`config.mk`:
```
export PLATFORM = sky130hd
export DESIGN_NAME = watch_input_sequencer
export DESIGN_NICKNAME = d
export VERILOG_FILES = /design/src/rtl/watch_input_sequencer.sv
export SDC_FILE = /design/constraint.sdc
export NUM_CORES = 1
export LEC_CHECK = 0
export CAP_MARGIN = 20
export CORE_MARGIN = 8
export CORE_UTILIZATION = 30
export DETAILED_ROUTE_END_ITERATION = 12
export GPL_ROUTABILITY_DRIVEN = 0
export PLACE_DENSITY = 0.48
export REMOVE_ABC_BUFFERS = 1
export SLEW_MARGIN = 0
export SYNTH_ARGS = -nofsm -noshare
export SYNTH_HDL_FRONTEND = slang
export SYNTH_SLANG_ARGS = --single-unit
export TNS_END_PERCENT = 10
```
`constraint.sdc`:
```
create_clock -name clk -period 2.1 [get_ports clk]
set_input_delay 0.21 -clock clk [delete_from_list [all_inputs] [get_ports clk]]
set_output_delay 0.21 -clock clk [all_outputs]
set_load 0.05 [all_outputs]
```
`src/rtl/watch_input_sequencer.sv`:
```
// Button front end for a watch: synchronize, debounce, and sequence mode/up/down into edit commands.
// Optional auto-repeat of up/down is enabled by defining WATCH_AUTOREPEAT_EN.
module watch_input_sequencer #(
    parameter int unsigned DEBOUNCE_CYCLES = 4,
    parameter int unsigned REPEAT_DELAY    = 16,
    parameter int unsigned REPEAT_RATE     = 4,
    parameter int unsigned TIMEOUT_CYCLES  = 64
) (
    input  logic       clk,
    input  logic       reset,
    input  logic       mode_raw,
    input  logic       up_raw,
    input  logic       down_raw,
    output logic       mode_pulse,
    output logic       up_pulse,
    output logic       down_pulse,
    output logic [1:0] edit_state,
    output logic       timeout_pulse
);

    localparam int unsigned NB = 3;
    localparam int unsigned DW = $clog2(DEBOUNCE_CYCLES + 1);
    localparam int unsigned TW = $clog2(TIMEOUT_CYCLES + 1);

    typedef enum logic [1:0] {
        DISPLAY   = 2'd0,
        SET_HOUR  = 2'd1,
        SET_MIN   = 2'd2,
        SET_ALARM = 2'd3
    } state_t;

    // Bit 0 = mode, bit 1 = up, bit 2 = down.
    logic [NB-1:0] raw;
    logic [NB-1:0] sync1;
    logic [NB-1:0] sync2;
    logic [NB-1:0] deb;
    logic [NB-1:0] deb_prev;
    logic [NB-1:0] press_c;

    state_t        state_q;
    state_t        state_d;
    logic [TW-1:0] timer_q;
    logic [TW-1:0] timer_d;
    logic          mode_d;
    logic          up_d;
    logic          down_d;
    logic          timeout_d;
    logic          in_edit_c;
    logic          both_c;
    logic [1:0]    fire_c;

    assign raw = {down_raw, up_raw, mode_raw};

    // Two-flop synchronizer plus edge history of the debounced levels.
    always_ff @(posedge clk) begin
        if (reset) begin
            sync1    <= '0;
            sync2    <= '0;
            deb_prev <= '0;
        end else begin
            sync1    <= raw;
            sync2    <= sync1;
            deb_prev <= deb;
        end
    end

    // Per-input debouncer: level flips after DEBOUNCE_CYCLES consecutive differing samples.
    for (genvar g = 0; g < NB; g++) begin : g_deb
        logic [DW-1:0] cnt;

        always_ff @(posedge clk) begin
            if (reset) begin
                cnt    <= '0;
                deb[g] <= 1'b0;
            end else if (sync2[g] == deb[g]) begin
                cnt <= '0;
            end else if (cnt == DW'(DEBOUNCE_CYCLES - 1)) begin
                cnt    <= '0;
                deb[g] <= sync2[g];
            end else begin
                cnt <= cnt + DW'(1);
            end
        end
    end

    assign press_c   = deb & ~deb_prev;
    assign in_edit_c = (state_q != DISPLAY);
    assign both_c    = deb[1] & deb[2];

`ifdef WATCH_AUTOREPEAT_EN
    localparam int unsigned RMAX = (REPEAT_DELAY > REPEAT_RATE) ? REPEAT_DELAY : REPEAT_RATE;
    localparam int unsigned RW   = $clog2(RMAX + 1);

    logic [1:0] rep_c;

    // Repeat timers for up (g=0) and down (g=1); armed only by an accepted initial press.
    for (genvar g = 0; g < 2; g++) begin : g_rpt
        logic [RW-1:0] cnt;
        logic          act;
        logic          first;
        logic          held;

        assign held     = deb[g+1] & ~both_c & in_edit_c & ~mode_pulse & ~press_c[0];
        assign rep_c[g] = act & held &
                          (cnt == (first ? RW'(REPEAT_DELAY - 1) : RW'(REPEAT_RATE - 1)));

        always_ff @(posedge clk) begin
            if (reset || !held) begin
                act   <= 1'b0;
                first <= 1'b0;
                cnt   <= '0;
            end else if (press_c[g+1]) begin
                act   <= 1'b1;
                first <= 1'b1;
                cnt   <= '0;
            end else if (rep_c[g]) begin
                first <= 1'b0;
                cnt   <= '0;
            end else if (act) begin
                cnt <= cnt + RW'(1);
            end
        end
    end

    assign fire_c = press_c[2:1] | rep_c;
`else
    assign fire_c = press_c[2:1];
`endif

    // Edit-state register and registered pulse outputs.
    always_ff @(posedge clk) begin
        if (reset) begin
            state_q       <= DISPLAY;
            timer_q       <= '0;
            mode_pulse    <= 1'b0;
            up_pulse      <= 1'b0;
            down_pulse    <= 1'b0;
            timeout_pulse <= 1'b0;
        end else begin
            state_q       <= state_d;
            timer_q       <= timer_d;
            mode_pulse    <= mode_d;
            up_pulse      <= up_d;
            down_pulse    <= down_d;
            timeout_pulse <= timeout_d;
        end
    end

    // Next state, idle timer and pulse decisions; mode beats up/down, a press beats timeout.
    always_comb begin
        state_d   = state_q;
        timer_d   = timer_q;
        timeout_d = 1'b0;
        mode_d    = press_c[0];
        up_d      = in_edit_c & ~press_c[0] & ~both_c & fire_c[0];
        down_d    = in_edit_c & ~press_c[0] & ~both_c & fire_c[1];

        if (mode_pulse) begin
            case (state_q)
                DISPLAY:   state_d = SET_HOUR;
                SET_HOUR:  state_d = SET_MIN;
                SET_MIN:   state_d = SET_ALARM;
                default:   state_d = DISPLAY;
            endcase
        end

        if (!in_edit_c || mode_d || up_d || down_d || mode_pulse) begin
            timer_d = '0;
        end else if (timer_q == TW'(TIMEOUT_CYCLES - 1)) begin
            timer_d   = '0;
            timeout_d = 1'b1;
            state_d   = DISPLAY;
        end else begin
            timer_d = timer_q + TW'(1);
        end
    end

    assign edit_state = state_q;

endmodule
```
# After elaboration in Yosys (flattened, before gate mapping)
# Cells that the tools add are included.
# classes
n_addsub,4
n_eq_ne,9
muxes,5
bitwise,12
n_reduce_logical,15
# op_table
op,count
$reduce_or A3 Y1,4
$add A3 B1 Y3 const B,3
$eq A3 B2 Y1 const B,3
$add A7 B1 Y7 const B,1
$eq A7 B6 Y1 const B,1
$mux W2,3
$pmux W2 S3,1
$reduce_and A2 Y1,3
$and A1 B1 Y1,5
$not A1 Y1,5
$logic_or A1 B1 Y1,4
$and A3 B3 Y3,1
$eq A1 B1 Y1,3
$not A3 Y3,1
$eq A2 B1 Y1 const B,1
$eq A2 B2 Y1 const B,1
$logic_not A2 Y1,1
$reduce_bool A2 Y1,1
$reduce_or A2 Y1,1
$logic_not A1 Y1,1
$mux W1,1
# word_totals
reg_bits,34
output_inout_bits,6

# Longest topological paths before layout
# Gate-level depths: netlist of the first run.
# logic_depth
depth_word,10
depth_mapped,5
depth_no_buf,5

# Worst setup path after synthesis of the first run
# OpenSTA, ideal clock, no wires.
# synth_path
kind,flip-flop to flip-flop
start,"register state_q[0], in the netlist edit_state[0]"
end,register timer_q[5]
arrival_time_ns,1.949
required_ns,1.997
path_slack_ns,0.047
path_stages_with_launch,6
n_path_buf,0
period_less_slack_ns,2.053
cell_sequence,dfxtp_1 inv_1 ha_1 or2_1 a2111o_1 a2111oi_2
# synth_between
elab_chain_len,8
elab_cells_between_ends,11
# synth_lines
item,line,rtl
"start, declared",40,state_t state_q;
"start signal, assigned",140,state_q <= state_d;
$reduce_bool A2 Y1 (*),87,assign in_edit_c = (state_q != DISPLAY);
$and A1 B1 Y1 (2 in series),"155, 156",
$and A1 B1 Y1,155,up_d = in_edit_c & ~press_c[0] & ~both_c & fire_c[0];
$logic_or A1 B1 Y1,167,if (!in_edit_c || mode_d || up_d || down_d || mode_pulse) begin
$logic_or A1 B1 Y1 (*) (2 in series),167,
$reduce_or A3 Y1 (no line) (*),--,
"end signal, assigned",141,timer_q <= timer_d;
"end, declared",42,logic [TW-1:0] timer_q;
# Every way passes the cells marked *; elsewhere a longest branch is shown, timed or not.
# A chain may end at the register's enable or synchronous reset.

# Final worst setup path of the first run
# Same ends and word-level chain as after synthesis.

==> results of run 1 <==
[report_power, final]
group	internal, mW	switching (mW)
clock network	0.355	0.208
registers	0.652	0.00280
logic	0.0136	0.00986
[how the worst max path moves through the flow]
| stage | from | endpoint | slack [ps] | cells after the start |
|---|---|---|---|---|
| final | edit_state[0] | timer_q[5] | 280 | 5 |
| after global routing | edit_state[0] | timer_q[5] | 120 | 5 |
| after CTS | edit_state[0] | timer_q[5] | 270 | 5 |
| after detailed placement | edit_state[0] | timer_q[5] | 270 | 5 |
| after global placement | edit_state[0] | timer_q[5] | 320 | 5 |
| after floorplan | edit_state[0] | timer_q[5] | 50 | 5 |
[cells in the mapped netlist (2+ instances only)]
master / number
dfxtp_1: 34
nor2_1: 15
nor2b_1: 10
ha_1: 8
inv_1: 8
xnor2_1: 5
mux2i_1: 4
or3_1: 4
nand3_1: 3
nor4_1: 3
a311oi_1: 2
nand2_1: 2
nor3_1: 2
o21ai_0: 2
xor2_1: 2
[state kept, by name, indices dropped and copies added (netlist names)]
register	count
deb_prev	3
sync2	3
deb	3
up_pulse	1
edit_state	2
down_pulse	1
timeout_pulse	1
mode_pulse	1
timer_q	7
g_deb.cnt	9
sync1	3
[cell families (layout without fill, tap and decap cells)]
group,Yosys count,count (layout),share of synthesized area
buf+inv,11,27,0.04682
flops,34,34,0.5307
compound gates,7,7,0.04781
fa+ha+maj,8,8,0.07805
simple gates,48,48,0.2176
xor+xnor,7,7,0.04781
mux,4,4,0.03122
[metal layers]
layer | up-vias | part of all wire | global-route usage
met5 | - | 0 | 0
met1 | 378 | 0.48 | 0.07841
met3 | 6 | 0.068 | 0.03201
li1 | 433 | - | -
met2 | 19 | 0.42 | 0.1082
met4 | 0 | 0.028 | 0.04821
[cells in the final DEF, fill, tap and decap left out, drive strengths merged]
cell	count
buf	1
nand2	2
a2111o	1
bufinv	1
nor4b	1
nand3	3
o21ai	2
clkdlybuf4s50	10
nand2b	1
nor2b	10
and4b	2
nor3b	1
clkbuf	7
a311oi	2
nor4	3
xnor2	5
mux2i	4
and2b	1
nor2	15
a211oi	1
dfxtp	34
or2	1
or3	4
inv	8
ha	8
nand4b	1
nor3	3
a2111oi	1
xor2	2
[through the flow]
stage,total power [mW],instance area [sq um],worst slack (ps),util
5_1_grt,1.294,1529,124.9,0.3768
4_1_cts,1.265,1529,270.2,0.3768
6_report,1.240,1529,282.4,0.3768
3_5_place_dp,0.6934,1423,272.2,0.3506
3_3_place_gp,0.6922,1423,323.9,0.3506
2_1_floorplan,0.6775,1252,47.14,-
[area by class of cell]
| class | count | area (sq um) |
|---|---|---|
| inverter | 8 | 30.03 |
| clock buffer | 7 | 76.32 |
| multi-input combinational | 74 | 541.8 |
| sequential | 34 | 680.7 |
| fill | 411 | 2529 |
| tap | 50 | 62.56 |
| timing repair buffer | 11 | 107.6 |
| clock inverter | 1 | 30.03 |
[critical path, stage by stage, from the launching register on]
cell       delay, ps
dfxtp_1          360
inv_1             60
ha_1             220
or2_1            260
a2111o_1         520
a2111oi_2        300
==> results.json, run 1 <==
{
  "status": "finished, final reports clean",
  "drt_iter0_markers": 68,
  "grt_usage": 0.07122,
  "finalSetupViolCount": 0,
  "cp.arrival_ps": 1990,
  "power_density_nw_per_um2": 811.3,
  "htree_levels": 2,
  "rr_worst_depth": 5,
  "rsz0062_at_grt": "no",
  "critPathKind": "flip-flop to flip-flop",
  "worstHoldStart": "g_deb[2].cnt[0]",
  "worstMarginPinSlew_ps": 526.5,
  "fin_crit_sh": 0.8655,
  "cts_tree": "yes",
  "grt.overflow.total": 0,
  "cts_sinks": 34,
  "ys.flop_type": "dfxtp_1",
  "rows": 23,
  "reg2reg_slack_ps": 280,
  "grt_max_degree": 19,
  "syn_area_sq_um": 1282,
  "drv_slew": 0,
  "yosysWarningCount": 0,
  "dpl.hpwl_um": 1414,
  "placedCellCount": 177,
  "antenna_found_initial": 0,
  "final_nets": 147,
  "reg2reg_from": "edit_state[0]",
  "drc": 0,
  "core_area_sq_um": 4058,
  "synth_seq_cells": 34,
  "pin_count": 11,
  "postCtsSetupBuffers": 0,
  "slew_headroom": 0.6471,
  "critPathCaptureType": "flip-flop",
  "area_growth_pct": 19.22,
  "synth_top_area_cell": "dfxtp_1",
  "leakage_nw": 0.5339,
  "worstSetupStartpointType": "flip-flop",
  "clkLatencyLatePin_ps": 270,
  "ant_nets": 0,
  "grt_pass1_wl_um": 3643,
  "routed_wl_um": 1948,
  "cts-buffers-inserted": 5,
  "wl_per_cell_um": 10.53,
  "ctsResizeCount": 0,
  "finalHoldViolations": 0,
  "port_buffers": 10,
  "yosysSeqAreaShare": 0.5307,
  "cts.reportedPaths.clkPinSlew_ps": 60,
  "clockBufferDepth": 2,
  "vias": 836,
  "hold_depth": 1,
  "dr.pass1.iters": 4,
  "cts_root_buf": "clkbuf_8",
  "die_x_um": 81.38,
  "period_needed_ps": 1818,
  "synth.area.top_cells": "dfxtp_1, ha_1, nor2b_1",
  "fmax_ghz": 0.5502,
  "viasPerCell": 4.519,
  "diodes": 0,
  "start_util": 0.3161,
  "drive_above_1_share": 0.08889,
  "hp-class": "flip-flop to flip-flop",
  "max_cap_viol_count": 0,
  "ir_drop_uv": 490.8,
  "holdWs_ps": 418.8,
  "synthCells": 119,
  "min_to": "g_deb[2].cnt[0]",
  "clock_skew_ps": 4.985,
  "synth_edf_count": 0,
  "ys_types": 30,
  "rr_endpoint": "timer_q[5]",
  "tns_ps": 0,
  "hold_buffers": 0,
  "avgSynthCellArea_sq_um": 10.78,
  "first_global_vias": 861,
  "stdcell_count": 185,
  "die-area_sq_um": 6623,
  "critPathMaxFanout": 8,
  "required_ps": 2280,
  "ys_async_sr_fraction": 0,
  "die_y_um": 81.38,
  "netlist.area_leader.share": 0.5307
}
(Power assumes the default switching activity.)
==> run 2: changes to the inputs <==
--- a/config.mk
+++ b/config.mk
@@ -10,9 +10,9 @@
 export CORE_UTILIZATION = 30
 export DETAILED_ROUTE_END_ITERATION = 12
 export GPL_ROUTABILITY_DRIVEN = 0
+export HOLD_SLACK_MARGIN = 0.06
 export PLACE_DENSITY = 0.48
 export REMOVE_ABC_BUFFERS = 1
-export SLEW_MARGIN = 0
 export SYNTH_ARGS = -nofsm -noshare
 export SYNTH_HDL_FRONTEND = slang
 export SYNTH_SLANG_ARGS = --single-unit
==> results of run 2 <==
No change in the layout: final DEF, timing and power equal those of run 1.
